### config.mk
export PLATFORM = sky130hd
export DESIGN_NAME = daq_frame_builder
export DESIGN_NICKNAME = d
export VERILOG_FILES = /design/src/rtl/daq_pkg.sv /design/src/rtl/daq_layer_slicer.sv /design/src/rtl/daq_frame_builder.sv
export SDC_FILE = /design/constraint.sdc
export NUM_CORES = 1
export LEC_CHECK = 0
export BUFFER_PORTS_ARGS = -buffer_cell sky130_fd_sc_hd__buf_2
export CORE_AREA = 2 2 307 309
export CTS_BUF_LIST = sky130_fd_sc_hd__clkbuf_16
export DETAILED_ROUTE_END_ITERATION = 8
export DIE_AREA = 0 0 309 311
export PLACE_DENSITY_LB_ADDON = 0.3
export REMOVE_ABC_BUFFERS = 1
export SKIP_CTS_REPAIR_TIMING = 1
export SYNTH_ARGS = -nofsm -noshare
export SYNTH_HDL_FRONTEND = slang
export SYNTH_SLANG_ARGS = --single-unit
### constraint.sdc
create_clock -name clk -period 4.2 [get_ports clk]
set_input_delay 0.84 -clock clk [delete_from_list [all_inputs] [get_ports clk]]
set_output_delay 0.84 -clock clk [all_outputs]
set_load 0.005 [all_outputs]
### src/rtl/daq_pkg.sv
// daq_pkg
//   Shared definitions for the DAQ frame builder: frame marker words,
//   header/trailer tags, crcgen control codes, the readout FSM state type
//   and a small ceiling-divide helper used to size the layer slicer.
//   No ports (package).

package daq_pkg;

    // Frame marker words (19 bits, bit 18 set only on the idle word)
    localparam logic [18:0] IDLE_WORD  = 19'h40000;
    localparam logic [18:0] HDR_MARKER = 19'h0DB0A;
    localparam logic [18:0] TRL_MARKER = 19'h0DE0D;
    localparam logic [18:0] LYZ_WORD   = 19'h01000;
    localparam logic [18:0] TBZ_WORD   = 19'h02000;
    localparam logic [18:0] PAD_WORD   = 19'h03000;

    // Tags prefixed to header fields and to the final trailer word
    localparam logic [6:0]  HDR_TAG = 7'h0D;
    localparam logic [6:0]  FMT_TAG = 7'h00;
    localparam logic [7:0]  TRL_TAG = 8'b00111010;

    // crcgen control codes
    localparam logic [2:0]  CRC_OFF  = 3'd0;
    localparam logic [2:0]  CRC_BODY = 3'd1;
    localparam logic [2:0]  CRC_T1   = 3'd2;
    localparam logic [2:0]  CRC_T2   = 3'd3;
    localparam logic [2:0]  CRC_DE0D = 3'd4;

    typedef enum logic [2:0] {
        ST_IDLE,
        ST_HDR,
        ST_FETCH,
        ST_LATCH,
        ST_RAW,
        ST_PAD,
        ST_TRL
    } state_t;

    function automatic int ceil_div(input int a, input int b);
        return (a + b - 1) / b;
    endfunction

endpackage

### src/rtl/daq_layer_slicer.sv
// daq_layer_slicer
//   Combinational selector: picks one layer out of the latched time bin and
//   returns DW-bit slice number slice_sel of it. The top slice is
//   zero-extended when LY_W is not a multiple of DW.
// Ports:
//   layer_data  in   NLY*LY_W  latched time bin, layer k = [k*LY_W +: LY_W]
//   layer_sel   in   LYI_W     layer index
//   slice_sel   in   SLI_W     slice index within the layer
//   slice       out  DW        selected slice

module daq_layer_slicer #(
    parameter int NLY   = 6,
    parameter int LY_W  = 112,
    parameter int DW    = 12,
    parameter int NW    = (LY_W + DW - 1) / DW,
    parameter int LYI_W = (NLY > 1) ? $clog2(NLY) : 1,
    parameter int SLI_W = (NW > 1) ? $clog2(NW) : 1
) (
    input  logic [NLY*LY_W-1:0] layer_data,
    input  logic [LYI_W-1:0]    layer_sel,
    input  logic [SLI_W-1:0]    slice_sel,
    output logic [DW-1:0]       slice
);

    logic [LY_W-1:0]  layer_bits;
    logic [NW*DW-1:0] padded;

    // Constant-index loops keep every part-select in range for any NLY/NW
    always_comb begin
        layer_bits = '0;
        for (int k = 0; k < NLY; k++) begin
            if (layer_sel == LYI_W'(k)) begin
                layer_bits = layer_data[k*LY_W +: LY_W];
            end
        end
        padded = '0;
        padded[LY_W-1:0] = layer_bits;
        slice = '0;
        for (int j = 0; j < NW; j++) begin
            if (slice_sel == SLI_W'(j)) begin
                slice = padded[j*DW +: DW];
            end
        end
    end

endmodule

### src/rtl/daq_frame_builder.sv
// daq_frame_builder
//   Pops L1A event descriptors, reads raw layer hits one time bin at a time
//   and streams a 19-bit DAQ frame: 5 header words, raw payload (with
//   optional per-bin / per-layer zero suppression), pad to a multiple of 4,
//   and 4 trailer words. Output uses valid/ready handshaking.
// Ports:
//   clk, hard_rst            clock, async active-low reset
//   evt_valid/evt_ready      descriptor handshake (evt_ready = pop strobe)
//   evt_bxn, evt_l1a_count   descriptor fields, evt_raw_addr = bin 0 address
//   tbins, zero_suppress     per-event readout settings, sampled at pop
//   mem_addr / mem_data      raw memory read port, data one cycle after addr
//   dout/dout_valid/dout_ready  DAQ word stream
//   crc_ctl                  crcgen control aligned with dout

module daq_frame_builder
    import daq_pkg::*;
#(
    parameter int NLY    = 6,
    parameter int LY_W   = 112,
    parameter int DW     = 12,
    parameter int RAW_AW = 8
) (
    input  logic                clk,
    input  logic                hard_rst,
    input  logic                evt_valid,
    output logic                evt_ready,
    input  logic [11:0]         evt_bxn,
    input  logic [11:0]         evt_l1a_count,
    input  logic [RAW_AW-1:0]   evt_raw_addr,
    input  logic [4:0]          tbins,
    input  logic                zero_suppress,
    output logic [RAW_AW-1:0]   mem_addr,
    input  logic [NLY*LY_W-1:0] mem_data,
    output logic [18:0]         dout,
    output logic                dout_valid,
    input  logic                dout_ready,
    output logic [2:0]          crc_ctl
);

    localparam int NW    = ceil_div(LY_W, DW);
    localparam int LYI_W = (NLY > 1) ? $clog2(NLY) : 1;
    localparam int SLI_W = (NW > 1) ? $clog2(NW) : 1;
    localparam logic [4:0] NLY_5 = 5'(NLY);

    state_t              state, state_nxt;
    logic [11:0]         bxn_r, l1a_r, rc_r;
    logic [RAW_AW-1:0]   base_r;
    logic [4:0]          tbins_r, bin_r;
    logic                zs_r;
    logic [LYI_W-1:0]    layer_r;
    logic [SLI_W-1:0]    slice_r;
    logic [10:0]         n_r;
    logic [1:0]          trl_r;
    logic [NLY*LY_W-1:0] layers_r;

    logic                xfer;
    logic [10:0]         n_inc;
    logic [4:0]          bin_inc;
    logic [NLY-1:0]      ly_zero;
    logic                bin_zero, cur_ly_zero;
    logic                last_layer, last_slice, layer_done, bin_end;
    logic [DW-1:0]       slice_w;
    logic [18:0]         raw_word;
    state_t              pad_or_trl;

    daq_layer_slicer #(
        .NLY   (NLY),
        .LY_W  (LY_W),
        .DW    (DW),
        .NW    (NW),
        .LYI_W (LYI_W),
        .SLI_W (SLI_W)
    ) u_slicer (
        .layer_data (layers_r),
        .layer_sel  (layer_r),
        .slice_sel  (slice_r),
        .slice      (slice_w)
    );

    assign xfer     = dout_valid & dout_ready;
    assign n_inc    = n_r + 11'd1;
    assign bin_inc  = bin_r + 5'd1;
    assign mem_addr = base_r + RAW_AW'(bin_r);

    // Zero flags of the latched bin and of the layer currently being read out
    always_comb begin
        ly_zero     = '0;
        cur_ly_zero = 1'b0;
        for (int k = 0; k < NLY; k++) begin
            ly_zero[k] = (layers_r[k*LY_W +: LY_W] == '0);
            if (layer_r == LYI_W'(k)) begin
                cur_ly_zero = (layers_r[k*LY_W +: LY_W] == '0);
            end
        end
        bin_zero = &ly_zero;
        raw_word = '0;
        raw_word[DW-1:0] = slice_w;
    end

    assign last_layer = (layer_r == LYI_W'(NLY - 1));
    assign last_slice = (slice_r == SLI_W'(NW - 1));
    assign layer_done = (zs_r & cur_ly_zero) | last_slice;
    assign bin_end    = (zs_r & bin_zero) | (last_layer & layer_done);
    // The word being transferred decides whether padding is still needed,
    // so an already aligned frame goes straight to the trailer
    assign pad_or_trl = (n_inc[1:0] == 2'b00) ? ST_TRL : ST_PAD;

    // Next state and the output word for the current state
    always_comb begin
        state_nxt  = state;
        dout       = IDLE_WORD;
        dout_valid = 1'b0;
        crc_ctl    = CRC_OFF;
        evt_ready  = 1'b0;
        case (state)
            ST_IDLE: begin
                if (evt_valid) begin
                    evt_ready = 1'b1;
                    state_nxt = ST_HDR;
                end
            end
            ST_HDR: begin
                dout_valid = 1'b1;
                crc_ctl    = CRC_BODY;
                case (n_r[2:0])
                    3'd0:    dout = HDR_MARKER;
                    3'd1:    dout = {HDR_TAG, bxn_r};
                    3'd2:    dout = {HDR_TAG, l1a_r};
                    3'd3:    dout = {HDR_TAG, rc_r};
                    default: dout = {FMT_TAG, zs_r, 1'b0, NLY_5, tbins_r};
                endcase
                if (xfer && n_r[2:0] == 3'd4) begin
                    state_nxt = (tbins_r != 5'd0) ? ST_FETCH : pad_or_trl;
                end
            end
            ST_FETCH: state_nxt = ST_LATCH;
            ST_LATCH: state_nxt = ST_RAW;
            ST_RAW: begin
                dout_valid = 1'b1;
                crc_ctl    = CRC_BODY;
                if (zs_r && bin_zero) begin
                    dout = TBZ_WORD;
                end else if (zs_r && cur_ly_zero) begin
                    dout = LYZ_WORD;
                end else begin
                    dout = raw_word;
                end
                if (xfer && bin_end) begin
                    state_nxt = (bin_inc == tbins_r) ? pad_or_trl : ST_FETCH;
                end
            end
            ST_PAD: begin
                dout_valid = 1'b1;
                crc_ctl    = CRC_BODY;
                dout       = PAD_WORD;
                if (xfer && n_inc[1:0] == 2'b00) begin
                    state_nxt = ST_TRL;
                end
            end
            ST_TRL: begin
                dout_valid = 1'b1;
                case (trl_r)
                    2'd0: begin dout = TRL_MARKER; crc_ctl = CRC_DE0D; end
                    2'd1: begin dout = 19'h0;      crc_ctl = CRC_T1;   end
                    2'd2: begin dout = 19'h0;      crc_ctl = CRC_T2;   end
                    default: begin dout = {TRL_TAG, n_r}; crc_ctl = CRC_OFF; end
                endcase
                if (xfer && trl_r == 2'd3) begin
                    state_nxt = ST_IDLE;
                end
            end
            default: state_nxt = ST_IDLE;
        endcase
    end

    // State register, descriptor capture, bin latch and readout counters
    always_ff @(posedge clk or negedge hard_rst) begin
        if (!hard_rst) begin
            state    <= ST_IDLE;
            bxn_r    <= '0;
            l1a_r    <= '0;
            rc_r     <= '0;
            base_r   <= '0;
            tbins_r  <= '0;
            zs_r     <= 1'b0;
            bin_r    <= '0;
            layer_r  <= '0;
            slice_r  <= '0;
            n_r      <= '0;
            trl_r    <= '0;
            layers_r <= '0;
        end else begin
            state <= state_nxt;
            if (xfer) begin
                n_r <= n_inc;
            end
            case (state)
                ST_IDLE: begin
                    if (evt_valid) begin
                        bxn_r   <= evt_bxn;
                        l1a_r   <= evt_l1a_count;
                        base_r  <= evt_raw_addr;
                        tbins_r <= tbins;
                        zs_r    <= zero_suppress;
                        n_r     <= '0;
                        bin_r   <= '0;
                        layer_r <= '0;
                        slice_r <= '0;
                        trl_r   <= '0;
                    end
                end
                ST_LATCH: layers_r <= mem_data;
                ST_RAW: begin
                    if (xfer) begin
                        if (bin_end) begin
                            bin_r   <= bin_inc;
                            layer_r <= '0;
                            slice_r <= '0;
                        end else if (layer_done) begin
                            layer_r <= layer_r + LYI_W'(1);
                            slice_r <= '0;
                        end else begin
                            slice_r <= slice_r + SLI_W'(1);
                        end
                    end
                end
                ST_TRL: begin
                    if (xfer) begin
                        trl_r <= trl_r + 2'd1;
                        if (trl_r == 2'd3) begin
                            rc_r <= rc_r + 12'd1;
                        end
                    end
                end
                default: ;
            endcase
        end
    end

endmodule

==> impl_results.md <==
- Core area: 92800 um2
- Slew Viols, Final: 0
- Worst Setup End Kind: output port
- Clock network fraction of design power: 18.3%
- Clk root buf: clkbuf_16
- Yosys cell types: 77
- Post-Route Skew: 39.8 ps
- DR WL met2: around 79000 um
- Detail Route met3 WL: 15900 um
- Comb pwr share: 43.9%
- First-pass GRT wire length: 241000 um
- CTS max path bufs: 3
- Initial Util: 39.6%
- Fin. Hold Viols: 0
- Die height: 311 um
- Sw frac: 42.0%
- Status: finished with violations
- Metal-1 WL: 69800 um
- Syn Inst Count: 3147
- All-Layer GR Usage: 35.1%
- Final min period: 4730 ps
- Final instance area: between 40000 and 50000 um2
- Drt wl/cell: 32.3 um
- Global route overflow: 0
- Final Worst Setup Slack: -531 ps
- Max frequency: 0.211 GHz
- Via count: 33600
- Sink Count: 750
- Drt via density: 6.15
- Pin count of the biggest net entering global routing: 124
- CP Max Fanout: 7
- Worst-Margin Slew: 1040 ps
- DIE WIDTH: 309 um
- Vias in the first global route: 32800
- Worst-skew pair later-pin latency: about 690 ps
- Sw Pwr: between 15 and 20 mW
- Final setup vio count: 14
- Clock transition at the registers of the reported paths: 70 ps
- Violated checks: negative setup slack
- 1st-iter DRT viols: 3848
- Avg Cell Area, Syn: 11.7 um2
- P_int: 24.3 mW
- P&R area growth vs syn: 32.2%
- TritonCTS Buffers: 84
- TritonCTS clock tree: yes
- DRC viols: 0
- Setup crit start kind: flop
- Setup_tns: -5760 ps
- Part of the power in registers: 37.8%
- Pleak: 21.2 nW
- Worst EP arrival: just under 4000 ps
- Initial antenna violation count: 25
- Sequential fraction of the synthesis area: 51.1%
- Worst vdd ir: between 0.4 and 0.5 mV
- Hold WS: about 250 ps
- Layout cells sized above 1: around half
- Final Cycle Share: 113%
- Synth area leaders: dfrtp_1 51%, mux2_2 22%, nor4_1 3.0%
- Worst Hold Class: input port to async pin
- Post-synth top area share: 51.1%
- Final Util: 52.4%
- Max layer used: met5
- Slew HR: 30.5%
- EDFF count, synth: 0
- Post-Syn Area: 36700 um2
- PortBufs: 744
- CP required: 3360 ps
- Most frequent cells in the layout: 744 x dfrtp_1, 744 x buf_2, 712 x mux2_2
- Post-DP HPWL: 137000 um
- Max Cap Violations: 0
- Power Dens Cells: around 860 nW/um2
- Post-DP Area: ~44000 um2
- CTS H-Tree Depth: 3
- Asr flop ratio synth: 100%
- Fill cells: ~8400
- Cells on worst reg2reg path: 9
- Flop-to-flop setup slack: around 920 ps
- Row count: approximately 110
- Overall power: 41.8 mW
- # IOs: roughly 750
- Nets: 4863
- Yosys reg bits: 750
- Detail Route Antenna Nets: 0
- YS warnings: 0
- Top FF cell, synth: dfrtp_1
- Die footprint: ~96000 um2
- Critical path type: flop to output port
- RSZ-0062 raised after global routing: yes
- Drt pass-1 iters: 6
- Final GP Congestion: 1.01
- Synth area leader: dfrtp_1
- Post-Route WL: between 150000 and 200000 um
==> metrics by stage <==
| step | instances | setup WS [ps] |
|---|---|---|
| CTS | 5396 | -1100 |
| detailed placement | 5240 | -333 |
| global route | 5453 | -605 |
| global placement | 5239 | -685 |
| floorplan | 2917 | -12550 |
| finish | 5459 | -531 |
==> synth_stat cells (30+ instances only) <==
master	instances
nand4_1	53
mux2_2	712
nand3_1	46
o31ai_1	47
a221oi_1	112
buf_2	36
nor3_1	56
nor2_1	128
a211oi_1	32
dfrtp_1	750
nand2_1	135
nor4_1	175
o21ai_0	118
nand2b_1	31
clkbuf_1	169
inv_1	30
a21oi_1	155
==> power by group through the flow <==
stage	logic [mW]	registers, mW	clock network [mW]
after floorplan	10.1	13.0	0
after global placement	16.1	15.4	0
after detailed placement	16.3	15.4	0
after CTS	16.4	15.3	7.74
after global routing	19.3	16.0	8.02
final	18.4	15.8	7.64
==> critical path, cell delays in order (launching register included) <==
cell and delay (ps):
dfrtp_1 440, inv_2 110, ha_4 160, nor3b_4 300
buf_6 220, buf_12 140, a221oi_1 90, o31ai_1 320
o211ai_1 210, a32oi_1 280, nand3_1 170, o41ai_4 540
buf_2 210
==> final timing paths <==
path / from / to
min in group clk: mem_data[482] / layers_r[482]
setup reg to reg: layers_r[561] / bin_r[4]
hold / removal: hard_rst / layers_r[254]
hold reg to reg: rc_r[8] / rc_r[8]
max in group asynchronous: hard_rst / layers_r[409]
setup / recovery: layer_r[0] / dout[2]
==> logic make-up after synthesis <==
logic type	after synthesis	synth area share, %
AOI/OAI and AO/OA	642	12.0
xor gates and xnor gates	30	0.715
buffers and inverters	260	2.83
muxes	720	22.0
other	1	0.0102
and+or+nand+nor	717	10.4
adders and majority gates	27	0.940
DFF	750	51.1
==> layout make-up <==
type,instances,area [um2],share of cell area [%]
well taps,1254,1570,3.23
inverters,30,113,0.232
repair buffers,1118,7280,15.0
clock inverters,72,724,1.49
diodes,13,32.5,0.0670
clock buffers,84,2100,4.33
flip-flops and latches,750,18800,38.6
multi-input cells,2138,18000,37.0
==> registers in the layout, summed over array words and instances (netlist names) <==
name / flops
base_r: 8
bin_r: 5
bxn_r: 12
l1a_r: 12
layer_r: 3
layers_r: 672
n_r: 11
rc_r: 12
slice_r: 4
state: 3
tbins_r: 5
trl_r: 2
zs_r: 1
==> layer usage <==
layer	global-route usage, %	up-vias
met1	46.7	16900
li1	-	14000
met3	6.72	537
met2	54.3	2133
met4	18.5	14
met5	0	-
Power figures use the tool's default switching activity.
